### src/rtl/camera_ctrl.sv
`default_nettype none
// ============================================================================
// Module      : camera_ctrl
// Description : Exposure/readout controller for a two-row pixel array.
//               It owns the exposure value, which the Exp_increase and
//               Exp_decrease buttons adjust while idle. On Init it loads
//               the value onto Initial, pulses Start to the exposure timer,
//               waits for TF and then runs a fixed six-step, two-row readout.
// Ports       : Clk, Reset (sync, active-high)
//               Init, Exp_increase, Exp_decrease, TF         - inputs
//               Start, Initial[EXP_WIDTH], Erase, Expose,
//               NRE_1, NRE_2 (active-low), ADC, Busy         - outputs
//               Err (only with CAMERA_CTRL_TIMEOUT_EN)       - output
// Options     : CAMERA_CTRL_TIMEOUT_EN - adds an EXPOSE watchdog of
//               TO_CYCLES cycles; expiry returns to IDLE and sets Err.
// Revision    : 1.0 - initial release
// ============================================================================
module camera_ctrl #(
    parameter int EXP_WIDTH = 5,
    parameter int EXP_MIN   = 2,
    parameter int EXP_MAX   = 30,
    parameter int EXP_RESET = 16,
    parameter int TO_CYCLES = 34
) (
    input  logic                 Clk,
    input  logic                 Reset,
    input  logic                 Init,
    input  logic                 Exp_increase,
    input  logic                 Exp_decrease,
    input  logic                 TF,
    output logic                 Start,
    output logic [EXP_WIDTH-1:0] Initial,
    output logic                 Erase,
    output logic                 Expose,
    output logic                 NRE_1,
    output logic                 NRE_2,
    output logic                 ADC,
    output logic                 Busy
`ifdef CAMERA_CTRL_TIMEOUT_EN
    ,
    output logic                 Err
`endif
);

    typedef enum logic [1:0] {
        S_IDLE    = 2'd0,
        S_ARM     = 2'd1,
        S_EXPOSE  = 2'd2,
        S_READOUT = 2'd3
    } state_t;

    localparam logic [EXP_WIDTH-1:0] c_EXP_MIN   = EXP_WIDTH'(EXP_MIN);
    localparam logic [EXP_WIDTH-1:0] c_EXP_MAX   = EXP_WIDTH'(EXP_MAX);
    localparam logic [EXP_WIDTH-1:0] c_EXP_RESET = EXP_WIDTH'(EXP_RESET);
    localparam logic [2:0]           c_STEP_LAST = 3'd5;
    localparam logic [2:0]           c_STEP_ROW2 = 3'd3;

    // Elaboration-time sanity check of the parameter set.
    generate
        if ((EXP_MIN > EXP_MAX) || (EXP_RESET < EXP_MIN) || (EXP_RESET > EXP_MAX) ||
            (EXP_MAX >= (1 << EXP_WIDTH)) || (TO_CYCLES < 1)) begin : g_bad_params
            $error("camera_ctrl: inconsistent parameter set");
        end
    endgenerate

    state_t                 r_state;
    state_t                 w_state_nx;
    logic [2:0]             r_step;
    logic [2:0]             w_step_nx;
    logic [EXP_WIDTH-1:0]   r_exp;
    logic [EXP_WIDTH-1:0]   w_exp_nx;

    logic r_start, r_erase, r_expose, r_nre1, r_nre2, r_adc, r_busy;
    logic w_start, w_erase, w_expose, w_nre1, w_nre2, w_adc, w_busy;

`ifdef CAMERA_CTRL_TIMEOUT_EN
    localparam int                c_TO_W    = $clog2(TO_CYCLES + 1);
    localparam logic [c_TO_W-1:0] c_TO_LAST = c_TO_W'(TO_CYCLES - 1);

    logic [c_TO_W-1:0] r_to_cnt;
    logic [c_TO_W-1:0] w_to_cnt_nx;
    logic              r_err;
    logic              w_err_nx;
`endif

    // ------------------------------------------------------------------
    // Next-state, exposure value and output decode
    // ------------------------------------------------------------------
    always_comb begin
        w_state_nx = r_state;
        w_step_nx  = r_step;
        w_exp_nx   = r_exp;
`ifdef CAMERA_CTRL_TIMEOUT_EN
        w_to_cnt_nx = r_to_cnt;
        w_err_nx    = r_err;
`endif

        case (r_state)
            S_IDLE: begin
                // Saturation is tested before stepping so the value never wraps.
                if (Exp_increase && !Exp_decrease && (r_exp < c_EXP_MAX)) begin
                    w_exp_nx = r_exp + 1'b1;
                end else if (Exp_decrease && !Exp_increase && (r_exp > c_EXP_MIN)) begin
                    w_exp_nx = r_exp - 1'b1;
                end
                if (Init) begin
                    w_state_nx = S_ARM;
`ifdef CAMERA_CTRL_TIMEOUT_EN
                    w_err_nx   = 1'b0;
`endif
                end
            end

            S_ARM: begin
                w_state_nx = S_EXPOSE;
`ifdef CAMERA_CTRL_TIMEOUT_EN
                w_to_cnt_nx = '0;
`endif
            end

            S_EXPOSE: begin
                // TF wins over the watchdog on the final EXPOSE cycle.
                if (TF) begin
                    w_state_nx = S_READOUT;
                    w_step_nx  = '0;
                end
`ifdef CAMERA_CTRL_TIMEOUT_EN
                else if (r_to_cnt == c_TO_LAST) begin
                    w_state_nx = S_IDLE;
                    w_err_nx   = 1'b1;
                end else begin
                    w_to_cnt_nx = r_to_cnt + 1'b1;
                end
`endif
            end

            S_READOUT: begin
                if (r_step == c_STEP_LAST) begin
                    w_state_nx = S_IDLE;
                    w_step_nx  = '0;
                end else begin
                    w_step_nx  = r_step + 1'b1;
                end
            end

            default: begin
                w_state_nx = S_IDLE;
                w_step_nx  = '0;
            end
        endcase

        // Outputs are decoded from the upcoming state so that they appear
        // in the same cycle as the state they belong to, yet come from flops.
        w_start  = (w_state_nx == S_ARM);
        w_expose = (w_state_nx == S_ARM) || (w_state_nx == S_EXPOSE);
        w_erase  = (w_state_nx == S_IDLE);
        w_busy   = (w_state_nx != S_IDLE);
        w_nre1   = !((w_state_nx == S_READOUT) && (w_step_nx <  c_STEP_ROW2));
        w_nre2   = !((w_state_nx == S_READOUT) && (w_step_nx >= c_STEP_ROW2));
        w_adc    = (w_state_nx == S_READOUT) &&
                   ((w_step_nx == 3'd1) || (w_step_nx == 3'd4));
    end

    // ------------------------------------------------------------------
    // State and output registers
    // ------------------------------------------------------------------
    always_ff @(posedge Clk) begin
        if (Reset) begin
            r_state  <= S_IDLE;
            r_step   <= '0;
            r_exp    <= c_EXP_RESET;
            r_start  <= 1'b0;
            r_erase  <= 1'b1;
            r_expose <= 1'b0;
            r_nre1   <= 1'b1;
            r_nre2   <= 1'b1;
            r_adc    <= 1'b0;
            r_busy   <= 1'b0;
        end else begin
            r_state  <= w_state_nx;
            r_step   <= w_step_nx;
            r_exp    <= w_exp_nx;
            r_start  <= w_start;
            r_erase  <= w_erase;
            r_expose <= w_expose;
            r_nre1   <= w_nre1;
            r_nre2   <= w_nre2;
            r_adc    <= w_adc;
            r_busy   <= w_busy;
        end
    end

`ifdef CAMERA_CTRL_TIMEOUT_EN
    always_ff @(posedge Clk) begin
        if (Reset) begin
            r_to_cnt <= '0;
            r_err    <= 1'b0;
        end else begin
            r_to_cnt <= w_to_cnt_nx;
            r_err    <= w_err_nx;
        end
    end

    assign Err = r_err;
`endif

    assign Start   = r_start;
    assign Initial = r_exp;
    assign Erase   = r_erase;
    assign Expose  = r_expose;
    assign NRE_1   = r_nre1;
    assign NRE_2   = r_nre2;
    assign ADC     = r_adc;
    assign Busy    = r_busy;

endmodule
`default_nettype wire

### config.mk
export PLATFORM = sky130hd
export DESIGN_NAME = camera_ctrl
export DESIGN_NICKNAME = d
export VERILOG_FILES = /design/src/rtl/camera_ctrl.sv
export SDC_FILE = /design/constraint.sdc
export NUM_CORES = 1
export LEC_CHECK = 0
export BUFFER_PORTS_ARGS = -buffer_cell sky130_fd_sc_hd__buf_2
export CAP_MARGIN = 10
export CORE_UTILIZATION = 52
export CTS_CLUSTER_DIAMETER = 30
export DETAILED_ROUTE_END_ITERATION = 6
export PLACE_DENSITY = 0.75
export SYNTH_ARGS = -nofsm -noshare
export SYNTH_HDL_FRONTEND = slang
export SYNTH_SLANG_ARGS = --single-unit
### constraint.sdc
create_clock -name Clk -period 2.7 [get_ports Clk]
set_input_delay 0.135 -clock Clk [delete_from_list [all_inputs] [get_ports Clk]]
set_output_delay 0.135 -clock Clk [all_outputs]
set_load 0.1 [all_outputs]
==> summary.json <==
{
  "outcome": {
    "run_status": "finished clean"
  },
  "placement": {
    "gp_congestion": 0.8418,
    "final_hpwl_from_detailed_placement_mm": 1.123,
    "io_buffers": 17
  },
  "global_route": {
    "first_global_vias": 627,
    "gr-usage-all-layers_pct": 18.17,
    "global_route.overflow_total": 0,
    "first_pass_grt_wire_length_mm": 2.594,
    "grt_max_degree": 17,
    "antenna_found_initial": 0
  },
  "worst_hold_path": {
    "min_path_cells": 2,
    "hold_path.startpoint": "Reset",
    "timing.hold.worst.class": "in -> reg",
    "timing.hold.worst_endpoint": "r_state[0]"
  },
  "cells_and_area": {
    "regArea_um2": 345.3,
    "postLayoutCoreUtil_pct": 64.85,
    "area_used_by_multi_input_combinational_logic_um2": 491.7,
    "nets": 126,
    "fill_cells": 139,
    "final_layout_size_suffix_gt1_share_pct": 25.89,
    "insertedDiodeCount": 0,
    "flow.area_growth_from_synthesis_pct": 13.66
  },
  "yosys": {
    "seq_area_frac_synth_pct": 38.69,
    "yosys_most_used_dff": "dfxtp_1",
    "post-synth-top-area-fraction_pct": 38.69,
    "async_sr_flop_fraction_pct": 0,
    "yosys.cell_types.count": 31,
    "synth_warnings": 0,
    "synthesis.area_per_instance_um2": 9.259,
    "yosys.cell_count.top_type": "dfxtp_1",
    "synth.largest_area_cell": "dfxtp_1",
    "synth_enable_flop_cells": 0,
    "synth.top_cells.by_count": "dfxtp_1 (17), nor2_1 (10), inv_1 (8)",
    "synth-seq-cells": 17,
    "synth.cell_area_um2": 879.6,
    "netlist_instances": 95,
    "synth.area.top_cells": "dfxtp_1 (39%), ha_1 (8.5%), xnor2_1 (5.0%)",
    "synthesis.nets": 108
  },
  "critical_path": {
    "worst_r2r_endpoint": "Initial[4]",
    "critPathArrivalTime_ns": 2.40,
    "kind_of_launch_point_of_the_worst_setup_path": "flip-flop",
    "cp_slowest_stage_delay_ns": 0.41,
    "critical_path_peak_fanout": 5,
    "cp_cell_sequence": "nand4_1, nand3b_2, inv_1, fa_1, nand2b_1, a21oi_1, xnor2_1, o21ai_0, or3b_1",
    "worst_path_dominant_cell_family": "simple AND/OR/NAND/NOR gates",
    "worst-r2r-setup-slack_ns": 0.49,
    "launching_point_of_the_worst_reg2reg_path": "Initial[4]",
    "endpoint_kind": "flip-flop",
    "path_class": "reg -> reg",
    "cp_num_buf_inv": 1,
    "reg2reg_depth": 9,
    "crit_required_ns": 2.90,
    "critPathSlowestCell": "fa_1"
  },
  "timing": {
    "relSlewSlack_pct": 67.96,
    "fin_tns_setup_ns": 0,
    "slew_worst_pin_ns": 0.4840,
    "fin_crit_ns": 2.207,
    "slew_violations": 0,
    "fmaxAchievable_ghz": 0.4531,
    "hold_violations": 0,
    "grt_setup_unrepaired": "false",
    "setup_viol": 0,
    "layout_worst_path_cycle_share_pct": 81.74,
    "skew_ns": 0.01419
  },
  "cts": {
    "cts_setup_buffers": 0,
    "register_clock_pin_slew_on_the_reported_worst_setup_and_hold_paths_ns": 0.11,
    "clockRootBuffer": "clkbuf_4",
    "cts.repair.resized": 0,
    "cts.sink_count": 17,
    "cts-root-to-sink-buffers": 2,
    "cts.hold.buffers_added": 0,
    "tritoncts.num_buffers": 3,
    "tritoncts": "yes",
    "cts.htree.levels": 1,
    "clock_insertion_delay_worst_skew_ns": 0.30
  },
  "floorplan": {
    "initial_core_util_pct": 57.06,
    "dieHeight_um": 43.13,
    "row_count": 14,
    "floorplan.die_area_mm2": 0.001860,
    "design.portCount": 18,
    "die_w_um": 43.13,
    "core_region_area_mm2": 0.001541
  },
  "detailed_routing": {
    "wirelength_met1_um": 688,
    "antenna_left": 0,
    "drt_first_iter_violations": 9,
    "topRoutingLayerUsed": "met4",
    "met3_wirelength_um": 87,
    "detailroute.wirelength.met2_um": 720,
    "routed_wire_length_per_instance_um": 11.80,
    "routed-via-count": 716,
    "drt_pass1_iterations": 4,
    "routed_wl_mm": 1.511,
    "route.detailed.vias_per_inst": 5.594,
    "route.detailed.drc": 0
  },
  "power": {
    "power_leakage_nw": 0.4501,
    "ir_worst_vdd_mv": 0.5104,
    "p_total_uw": 761.9,
    "power_density_mw_per_mm2": 762.1
  },
  "flow_run": {
    "maxCapViolCount": 0
  }
}
## metal layers
metal / global-route usage, % / up-vias
met5: 0 / -
met2: 28.96 / 27
met4: 5.455 / 0
met3: 3.830 / 3
li1: - / 357
met1: 24.47 / 329
## final cells by class
class	instances	area share [%]
flip-flops and latches	17	34.54
repair buffers	17	8.511
well taps	16	2.003
clock buffers	3	2.253
clock inverters	1	0.5006
inverters	8	3.004
multi-input cells	66	49.19
## power breakdown
group | leakage (nW) | total (mW) | switching, mW | internal [mW]
Sequential | 0.140 | 0.308 | 0.0296 | 0.278
Combinational | 0.292 | 0.314 | 0.232 | 0.0824
Clock | 0.0177 | 0.140 | 0.0847 | 0.0552
Total | 0.450 | 0.762 | 0.346 | 0.416
## logic make-up (layout without fill, tap and decap cells)
logic type	Yosys count	after routing	share of synthesized area, %
AO/OA/AOI/OAI	17	17	13.94
adder cells (fa/ha/maj)	7	7	10.81
AND/OR/NAND/NOR	33	33	21.62
buffers and inverters	12	29	5.406
XOR/XNOR	5	5	4.978
flip-flops	17	17	38.69
multiplexers	4	4	4.552
## through the flow
stage          cell area (µm²)  hold slack (ns)  setup WS, ns  instances
2_1_floorplan            884.6           0.2066       0.06607         95
3_3_place_gp             972.2           0.4768        0.6148        124
3_5_place_dp             972.2           0.4929        0.5026        124
4_1_cts                  999.7           0.1771        0.4802        128
5_1_grt                  999.7           0.1889        0.2982        128
6_report                 999.7           0.1701        0.4930        128
## cells in the final DEF (no fill, tap or decap)
cell and n:
a2111oi_2 1, a21o_1 1, a21oi_1 4, a22o_1 2, a31oi_1 1, buf_2 17
clkbuf_4 3, clkinv_2 1, dfxtp_1 13, dfxtp_2 4, fa_1 1, ha_1 6
inv_1 8, mux2i_1 4, nand2_1 4, nand2b_1 1, nand3_1 1, nand3b_1 2
nand3b_2 1, nand4_1 2, nor2_1 10, nor2b_1 5, nor3_1 1, nor3b_2 1
nor4b_1 1, o211ai_1 1, o21ai_0 1, o21ai_1 3, o21ai_4 1, o22ai_1 2
or2_1 2, or3b_1 2, xnor2_1 5
## how the worst max path moves through the flow
| stage | start | endpoint | slack, ns | depth (start not counted) |
|---|---|---|---|---|
| 2_1_floorplan | Initial[0] | Initial[4] | 0.07 | 7 |
| 3_3_place_gp | Initial[3] | Initial[4] | 0.61 | 9 |
| 3_5_place_dp | Initial[1] | Initial[4] | 0.50 | 9 |
| 4_1_cts | Initial[1] | Initial[4] | 0.48 | 9 |
| 5_1_grt | Initial[1] | Initial[4] | 0.30 | 9 |
| 6_report | Initial[4] | Initial[4] | 0.49 | 9 |
## flip-flops by register name, summed over array words and instances, names as in the netlist
register and cells:
Initial 5, r_step 3, r_state 2, ADC 1
Busy 1, Erase 1, Expose 1, NRE_1 1
NRE_2 1, Start 1
Note: power is estimated with default switching activity, not from simulation.
